--- config.mk ---
export PLATFORM = sky130hd
export DESIGN_NAME = ncl_operand_injector
export DESIGN_NICKNAME = d
export VERILOG_FILES = /design/src/rtl/ncl_pkg.sv /design/src/rtl/ncl_ack_sync.sv /design/src/rtl/ncl_operand_injector.sv
export SDC_FILE = /design/constraint.sdc
export NUM_CORES = 1
export LEC_CHECK = 0
export ABC_CLOCK_PERIOD_IN_PS = 3860
export BUFFER_PORTS_ARGS = -buffer_cell sky130_fd_sc_hd__buf_2
export CORE_ASPECT_RATIO = 0.75
export CORE_UTILIZATION = 54
export CTS_CLUSTER_DIAMETER = 80
export CTS_CLUSTER_SIZE = 30
export DETAILED_ROUTE_END_ITERATION = 7
export PLACE_DENSITY = 0.8
export SLEW_MARGIN = 40
export SYNTH_ARGS = -nofsm -noshare
export SYNTH_HDL_FRONTEND = slang
export SYNTH_SLANG_ARGS = --single-unit
--- constraint.sdc ---
create_clock -name clk -period 3.86 [get_ports clk]
set_clock_uncertainty 0.2 [all_clocks]
set_input_delay 0.772 -clock clk [delete_from_list [all_inputs] [get_ports clk]]
set_output_delay 0.772 -clock clk [all_outputs]
set_load 0.03 [all_outputs]
--- src/rtl/ncl_pkg.sv ---
// Shared NCL dual-rail encoding constants, injector state enum and encoders.
package ncl_pkg;

    localparam logic [1:0] NCL_NULL    = 2'b00;
    localparam logic [1:0] NCL_D0      = 2'b01;
    localparam logic [1:0] NCL_D1      = 2'b10;
    localparam logic [1:0] NCL_ILLEGAL = 2'b11;

    localparam int NCL_MAXW = 32;

    typedef enum logic [2:0] {
        RST_WAIT,
        IDLE,
        DATA,
        NULLW,
        HOLD
    } inj_state_e;

    function automatic logic [1:0] ncl_enc_bit(input logic v);
        return v ? NCL_D1 : NCL_D0;
    endfunction

    function automatic logic [2*NCL_MAXW-1:0] ncl_encode(
        input logic [NCL_MAXW-1:0] v
    );
        logic [2*NCL_MAXW-1:0] r;
        r = '0;
        for (int i = 0; i < NCL_MAXW; i++) begin
            r[2*i +: 2] = ncl_enc_bit(v[i]);
        end
        return r;
    endfunction

endpackage

--- src/rtl/ncl_ack_sync.sv ---
// Multi-flop synchroniser for an asynchronous completion acknowledge.
module ncl_ack_sync #(
    parameter int SYNC_STAGES = 2
) (
    input  logic clk,
    input  logic rst,
    input  logic ack_i,
    output logic ack_o
);

    logic [SYNC_STAGES-1:0] sync_q;

    always_ff @(posedge clk) begin
        if (rst) begin
            sync_q <= '0;
        end else begin
            sync_q <= {sync_q[SYNC_STAGES-2:0], ack_i};
        end
    end

    assign ack_o = sync_q[SYNC_STAGES-1];

endmodule

--- src/rtl/ncl_operand_injector.sv ---
// Clocked DATA/NULL injector into a dual-rail NCL ALU stage.
// Optional acknowledge timeout: define INJ_TIMEOUT_EN.
module ncl_operand_injector
    import ncl_pkg::*;
#(
    parameter int NBITS       = 4,
    parameter int SYNC_STAGES = 2,
    parameter int NULL_HOLD   = 1,
    parameter int TIMEOUT_CYC = 255
) (
    input  logic               clk,
    input  logic               rst,
    input  logic               in_valid,
    output logic               in_ready,
    input  logic [NBITS-1:0]   a_bin,
    input  logic [NBITS-1:0]   b_bin,
    input  logic               opr_bin,
    output logic [2*NBITS-1:0] a,
    output logic [2*NBITS-1:0] b,
    output logic [1:0]         opr,
    input  logic               ack_in,
    output logic               busy,
    output logic [7:0]         tx_count,
    output logic               err
);

    localparam int CMAX0 = (TIMEOUT_CYC > SYNC_STAGES) ? TIMEOUT_CYC : SYNC_STAGES;
    localparam int CMAX  = (CMAX0 > NULL_HOLD) ? CMAX0 : NULL_HOLD;
    localparam int CW    = ($clog2(CMAX + 1) > 8) ? $clog2(CMAX + 1) : 8;

    logic               ack_s;
    logic               to_hit;
    inj_state_e         state_q;
    logic [CW-1:0]      cnt_q;
    logic [2*NBITS-1:0] a_q, b_q, a_d, b_d;
    logic [1:0]         opr_q, opr_d;
    logic               in_ready_q, busy_q;
    logic [7:0]         tx_q;

    ncl_ack_sync #(
        .SYNC_STAGES(SYNC_STAGES)
    ) u_ack_sync (
        .clk  (clk),
        .rst  (rst),
        .ack_i(ack_in),
        .ack_o(ack_s)
    );

    always_comb begin
        a_d   = '0;
        b_d   = '0;
        opr_d = ncl_enc_bit(opr_bin);
        for (int i = 0; i < NBITS; i++) begin
            a_d[2*i +: 2] = ncl_enc_bit(a_bin[i]);
            b_d[2*i +: 2] = ncl_enc_bit(b_bin[i]);
        end
    end

`ifdef INJ_TIMEOUT_EN
    localparam bit TO_EN = 1'b1;
    logic err_q;

    assign to_hit = (state_q == DATA || state_q == NULLW)
                 && (cnt_q >= CW'(TIMEOUT_CYC - 1));

    always_ff @(posedge clk) begin
        if (rst) begin
            err_q <= 1'b0;
        end else if (to_hit) begin
            err_q <= 1'b1;
        end
    end

    assign err = err_q;
`else
    localparam bit TO_EN = 1'b0;
    assign to_hit = 1'b0;
    assign err    = 1'b0;
`endif

    // cnt_q is shared: sync flush in RST_WAIT, timeout in DATA/NULLW, HOLD length.
    always_ff @(posedge clk) begin
        if (rst) begin
            state_q    <= RST_WAIT;
            cnt_q      <= '0;
            a_q        <= '0;
            b_q        <= '0;
            opr_q      <= NCL_NULL;
            in_ready_q <= 1'b0;
            busy_q     <= 1'b0;
            tx_q       <= '0;
        end else begin
            unique case (state_q)
                RST_WAIT: begin
                    if (cnt_q < CW'(SYNC_STAGES)) begin
                        cnt_q <= cnt_q + CW'(1);
                    end else if (!ack_s) begin
                        state_q    <= IDLE;
                        in_ready_q <= 1'b1;
                        cnt_q      <= '0;
                    end
                end
                IDLE: begin
                    if (in_valid) begin
                        state_q    <= DATA;
                        a_q        <= a_d;
                        b_q        <= b_d;
                        opr_q      <= opr_d;
                        in_ready_q <= 1'b0;
                        busy_q     <= 1'b1;
                        cnt_q      <= '0;
                    end
                end
                DATA, NULLW: begin
                    if (to_hit) begin
                        state_q <= RST_WAIT;
                        a_q     <= '0;
                        b_q     <= '0;
                        opr_q   <= NCL_NULL;
                        busy_q  <= 1'b0;
                        cnt_q   <= '0;
                    end else if (state_q == DATA && ack_s) begin
                        state_q <= NULLW;
                        a_q     <= '0;
                        b_q     <= '0;
                        opr_q   <= NCL_NULL;
                        cnt_q   <= '0;
                    end else if (state_q == NULLW && !ack_s) begin
                        state_q <= HOLD;
                        busy_q  <= 1'b0;
                        tx_q    <= tx_q + 8'd1;
                        cnt_q   <= '0;
                    end else if (TO_EN) begin
                        cnt_q <= cnt_q + CW'(1);
                    end
                end
                HOLD: begin
                    if (cnt_q >= CW'(NULL_HOLD - 1)) begin
                        state_q    <= IDLE;
                        in_ready_q <= 1'b1;
                        cnt_q      <= '0;
                    end else begin
                        cnt_q <= cnt_q + CW'(1);
                    end
                end
                default: begin
                    state_q <= RST_WAIT;
                    cnt_q   <= '0;
                end
            endcase
        end
    end

    assign a        = a_q;
    assign b        = b_q;
    assign opr      = opr_q;
    assign in_ready = in_ready_q;
    assign busy     = busy_q;
    assign tx_count = tx_q;

endmodule

After elaboration in Yosys (flattened, before gate mapping)
Cells that the tools add are included.
- add/subtract/negate cells: 2
- magnitude comparators: 2
- equality and inequality tests: 13
- muxes and demuxes: 40
- bitwise logic cells: 1
- reductions and logical operators: 13
- operators with widths (cell ; count):
    $mux 8 ; 9
    $pmux 8 s2 ; 2
    $pmux 8 s4 ; 1
    $mux 2 ; 11
    $mux 3 ; 6
    $add 8x1->8 const B ; 2
    $ne 2x2->1 const B ; 7
    $pmux 3 s4 ; 1
    $reduce_and 5->1 ; 2
    $reduce_and 3->1 ; 3
    $ge 8x1->1 const B ; 1
    $lt 8x2->1 const B ; 1
    $mux 1 ; 7
    $eq 3x2->1 const B ; 2
    $ne 3x3->1 const B ; 2
    $pmux 2 s2 ; 1
    $reduce_and 4->1 ; 1
    $eq 3x1->1 const B ; 1
    $eq 3x3->1 const B ; 1
    $logic_not 3->1 ; 1
    $pmux 1 s3 ; 1
    $reduce_bool 3->1 ; 1
    $logic_and 1x1->1 ; 2
    $pmux 1 s2 ; 1
    other kinds (4) ; 4
- register bits: 41
- input port bits: 13
- output and inout port bits: 29
- word-level logic and storage cells: 80

Logic depth before layout (Yosys ltp)
- word-level depth: 5
- gate-level depth with buffers: 7
- depth with buffers taken out: 4

Cells and area by module
From an unflattened synthesis, not the netlist that was laid out.
- cell total of the unflattened synthesis: 181
- area total of the unflattened synthesis: 1634.1 sq um
- modules (own cells, without submodules) (module ; instances ; cells an instance ; area an instance (sq um) ; sequential area each (sq um)):
    ncl_operand_injector ; 1 ; 177 ; 1581.5 ; 780.7
    ncl_ack_sync ; 1 ; 4 ; 52.6 ; 40.0

Worst setup path before layout
OpenSTA, ideal clock, no wires.
- path kind: input to register
- start: input in_valid
- end: register cnt_q[2]
- library setup time: 0.132 ns
- data arrival time: 1.597 ns
- data required time: 3.528 ns
- path slack: 1.931 ns
- stages: 4
- buffers on the path: 0
- cell sequence: or2_1 a211oi_2 o41ai_1 nor3b_2
- word-level cells in the longest chain between the ends: 2
- RTL lines (what ; RTL line ; source):
    start: declaration ; ncl_operand_injector.sv:13 ; input logic in_valid,
    $ne 2x2->1 (no source line) ; -- ;
    $reduce_and 3->1 (no source line) ; -- ;
    end signal: assignment ; ncl_operand_injector.sv:96 ; cnt_q <= cnt_q + CW'(1);
    end signal: assignment ; ncl_operand_injector.sv:134 ; cnt_q <= cnt_q + CW'(1);
    end signal: assignment ; ncl_operand_injector.sv:143 ; cnt_q <= cnt_q + CW'(1);
    end: declaration ; ncl_operand_injector.sv:34 ; logic [CW-1:0] cnt_q;
Every way passes these cells.
A chain may end at the register's enable or synchronous reset.

Worst setup path after layout
- start: register tx_q[3] (netlist: tx_count[3])
- end: output tx_count[3]
- RTL lines (what ; RTL line ; source):
    start: declaration ; ncl_operand_injector.sv:38 ; logic [7:0] tx_q;
    start signal: assignment ; ncl_operand_injector.sv:131 ; tx_q <= tx_q + 8'd1;
    end: declaration ; ncl_operand_injector.sv:23 ; output logic [7:0] tx_count,
No word-level cell between the ends.

==> results.json <==
{
  "num_vias": 1486,
  "rsz0062_at_grt": "no",
  "path_delay_family": "flip-flops",
  "dpl_worst_slack_ns": 1.69,
  "postSynthCellCount": 192,
  "whs_ns": 0.241,
  "drc": 0,
  "crit_buf_inv": 1,
  "grt_pass1_wl_um": 5810,
  "slew_violations": 0,
  "hold_depth": 1,
  "htreeDepth": 2,
  "boundaryPins": 42,
  "row_count": 17,
  "wl_um": 3580,
  "wl_per_cell_um": 13.4,
  "setup_viol": 0,
  "cpMaxStageDelayCell": "dfxtp_1",
  "antenna_left": 0,
  "finalHoldViolations": 0,
  "hold_path_class": "flop to flop",
  "first_pass_iters": 4,
  "clock_sinks": 41,
  "arrival_ns": 0.97,
  "cp-start-kind": "flop",
  "synth_nets": 207,
  "viasPerCell": 5.59,
  "cts_root_buf": "clkbuf_8",
  "power_density_nw_per_um2": 540,
  "mostFrequentLayoutCells": "41 x dfxtp_1, 40 x buf_2, 36 x nor2_1",
  "synth_top_family_by_area": "simple AND/OR/NAND/NOR gates",
  "grt_pass1_vias": 1282,
  "ys_seq_elements": 41,
  "p_leak_nw": 0.847,
  "setup_ws_ns": 1.91,
  "synth_mux_area_share_pct": 0,
  "area_growth_pct": 17.1,
  "crit_chain": "buf_2",
  "ctsHoldBuffers": 0,
  "fin_crit_ns": 1.95,
  "worst_pin_slew_ns": 0.742,
  "irDropWorstVdd_uv": 316,
  "drv_cap": 0,
  "diodes": 0,
  "worstPathRequired_ns": 2.89,
  "yosysWarnings": 0,
  "grt-ovfl-total": 0,
  "die_h_um": 51.3,
  "ys_seq_area_share_pct": 46.9,
  "path_depth": 1,
  "synthAdderAreaFrac_pct": 1.43,
  "cp-end-kind": "output pin",
  "period_share_pct": 50.4,
  "nNetsFinal": 242,
  "p_total_w": 0.00111,
  "start_util_pct": 58.0,
  "synth_xor_area_share_pct": 3.50,
  "drt_iter0_markers": 92,
  "final_common_cell": "dfxtp_1",
  "place_hpwl_um": 2380,
  "post_cts_resize_count": 0,
  "die-area_um2": 3480,
  "antenna_found_initial": 0,
  "relSlewSlack_pct": 50.6,
  "core-area_um2": 3020,
  "clk_latency_ns": 0.30,
  "grt_max_degree": 42,
  "track_usage_pct": 22.6,
  "yosys.area_share.simple_pct": 25.9,
  "crit_type": "flop to output pin",
  "portBuffers": 40,
  "utilization_pct": 67.9,
  "drive_gt1_share_pct": 25.4,
  "ff2ff_path_depth": 4,
  "synth_cell_types": 48,
  "syn_area_per_cell_um2": 9.12,
  "cp_slowest_stage_delay_ns": 0.44,
  "clk_pin_slew_worst_paths_ns": 0.07,
  "status": "finished clean",
  "synth_compound_area_share_pct": 17.4,
  "max_freq_mhz": 514,
  "path_max_fanout": 7,
  "gp_congestion": 0.809,
  "cts_tree": "done",
  "synth_area_um2": 1750,
  "clockBufferDepth": 2,
  "fin_tns_setup_ns": 0,
  "fp.dieW_um": 67.8,
  "cts_setup_buffers": 0,
  "numCtsBuffers": 5
}
final cells by class:
type,instances,area [um^2]
clock buffer,6,82.6
clock inverter,2,37.5
fill,252,968
inverter,4,15.0
multi-input combinational,135,848
sequential,41,821
tap,38,47.5
timing repair buffer,40,200
stage by stage:
stage	std cells	area, um^2
global route	266	2050
floorplan	192	1750
global placement	258	1930
detailed placement	258	1930
CTS	266	2050
finish	266	2050
cell families after synthesis:
kind of cell	count (synthesis)
buffers and inverters	16
XOR/XNOR	7
adder cells (fa/ha/maj)	2
other	1
AND/OR/NAND/NOR	80
AO/OA/AOI/OAI	45
flip-flops	41
metal layers:
layer	global-route usage (%)	up-vias	wire length, um
li1	-	748	-
met1	29.5	685	1750
met2	34.2	45	1600
met3	6.47	8	180
met4	10.3	0	48
met5	0	-	0
cells in the mapped netlist, drive strengths merged:
library cell	instances	area (um^2)
nand2	8	30.0
xor2	3	26.3
nand3b	2	15.0
o21ai	3	15.0
and4	2	17.5
o41ai	1	8.76
nand4bb	2	22.5
and2	1	6.26
or2	1	6.26
dfxtp	41	821
a41oi	1	8.76
a22oi	9	67.6
nor3	9	50.1
xnor2	4	35.0
o31ai	1	7.51
ha	2	25.0
nor2b	2	12.5
nand4b	2	17.5
nand4	4	25.0
nor2	36	135
a21bo	1	10.0
nor4	1	21.3
nand3	1	5.00
and4bb	1	12.5
clkbuf	5	18.8
a31oi	2	12.5
or3b	1	8.76
nor4b	2	23.8
and3	1	6.26
conb	1	3.75
or3	2	17.5
inv	4	15.0
a21oi	19	98.9
a21o	2	15.0
a211o	1	8.76
a211oi	3	32.5
a21boi	1	11.3
nor3b	2	20.0
o31a	1	8.76
buf	7	48.8
worst paths after layout:
| check | start | to | slack, ns |
|---|---|---|---|
| worst min register to register | u_ack_sync.sync_q[0] | u_ack_sync.sync_q[1] | 0.24 |
| worst max register to register | state_q[0] | b[5] | 1.96 |
| worst max-delay path | tx_count[3] | tx_count[3] | 1.91 |
| worst min-delay path | u_ack_sync.sync_q[0] | u_ack_sync.sync_q[1] | 0.24 |
sequential cells by signal, indices dropped and copies added (netlist names):
signal             flops
a                      8
b                      8
cnt_q                  8
tx_count               8
state_q                3
opr                    2
u_ack_sync.sync_q      2
busy                   1
in_ready               1
power breakdown:
part | internal (W) | switching, W | leakage [nW] | total, W
clock | 0.000210 | 0.000147 | 0.0574 | 0.000357
combinational | 0.0000925 | 0.000160 | 0.457 | 0.000253
sequential | 0.000460 | 0.0000392 | 0.332 | 0.000499
No activity file was read; power rests on OpenSTA's default activity.
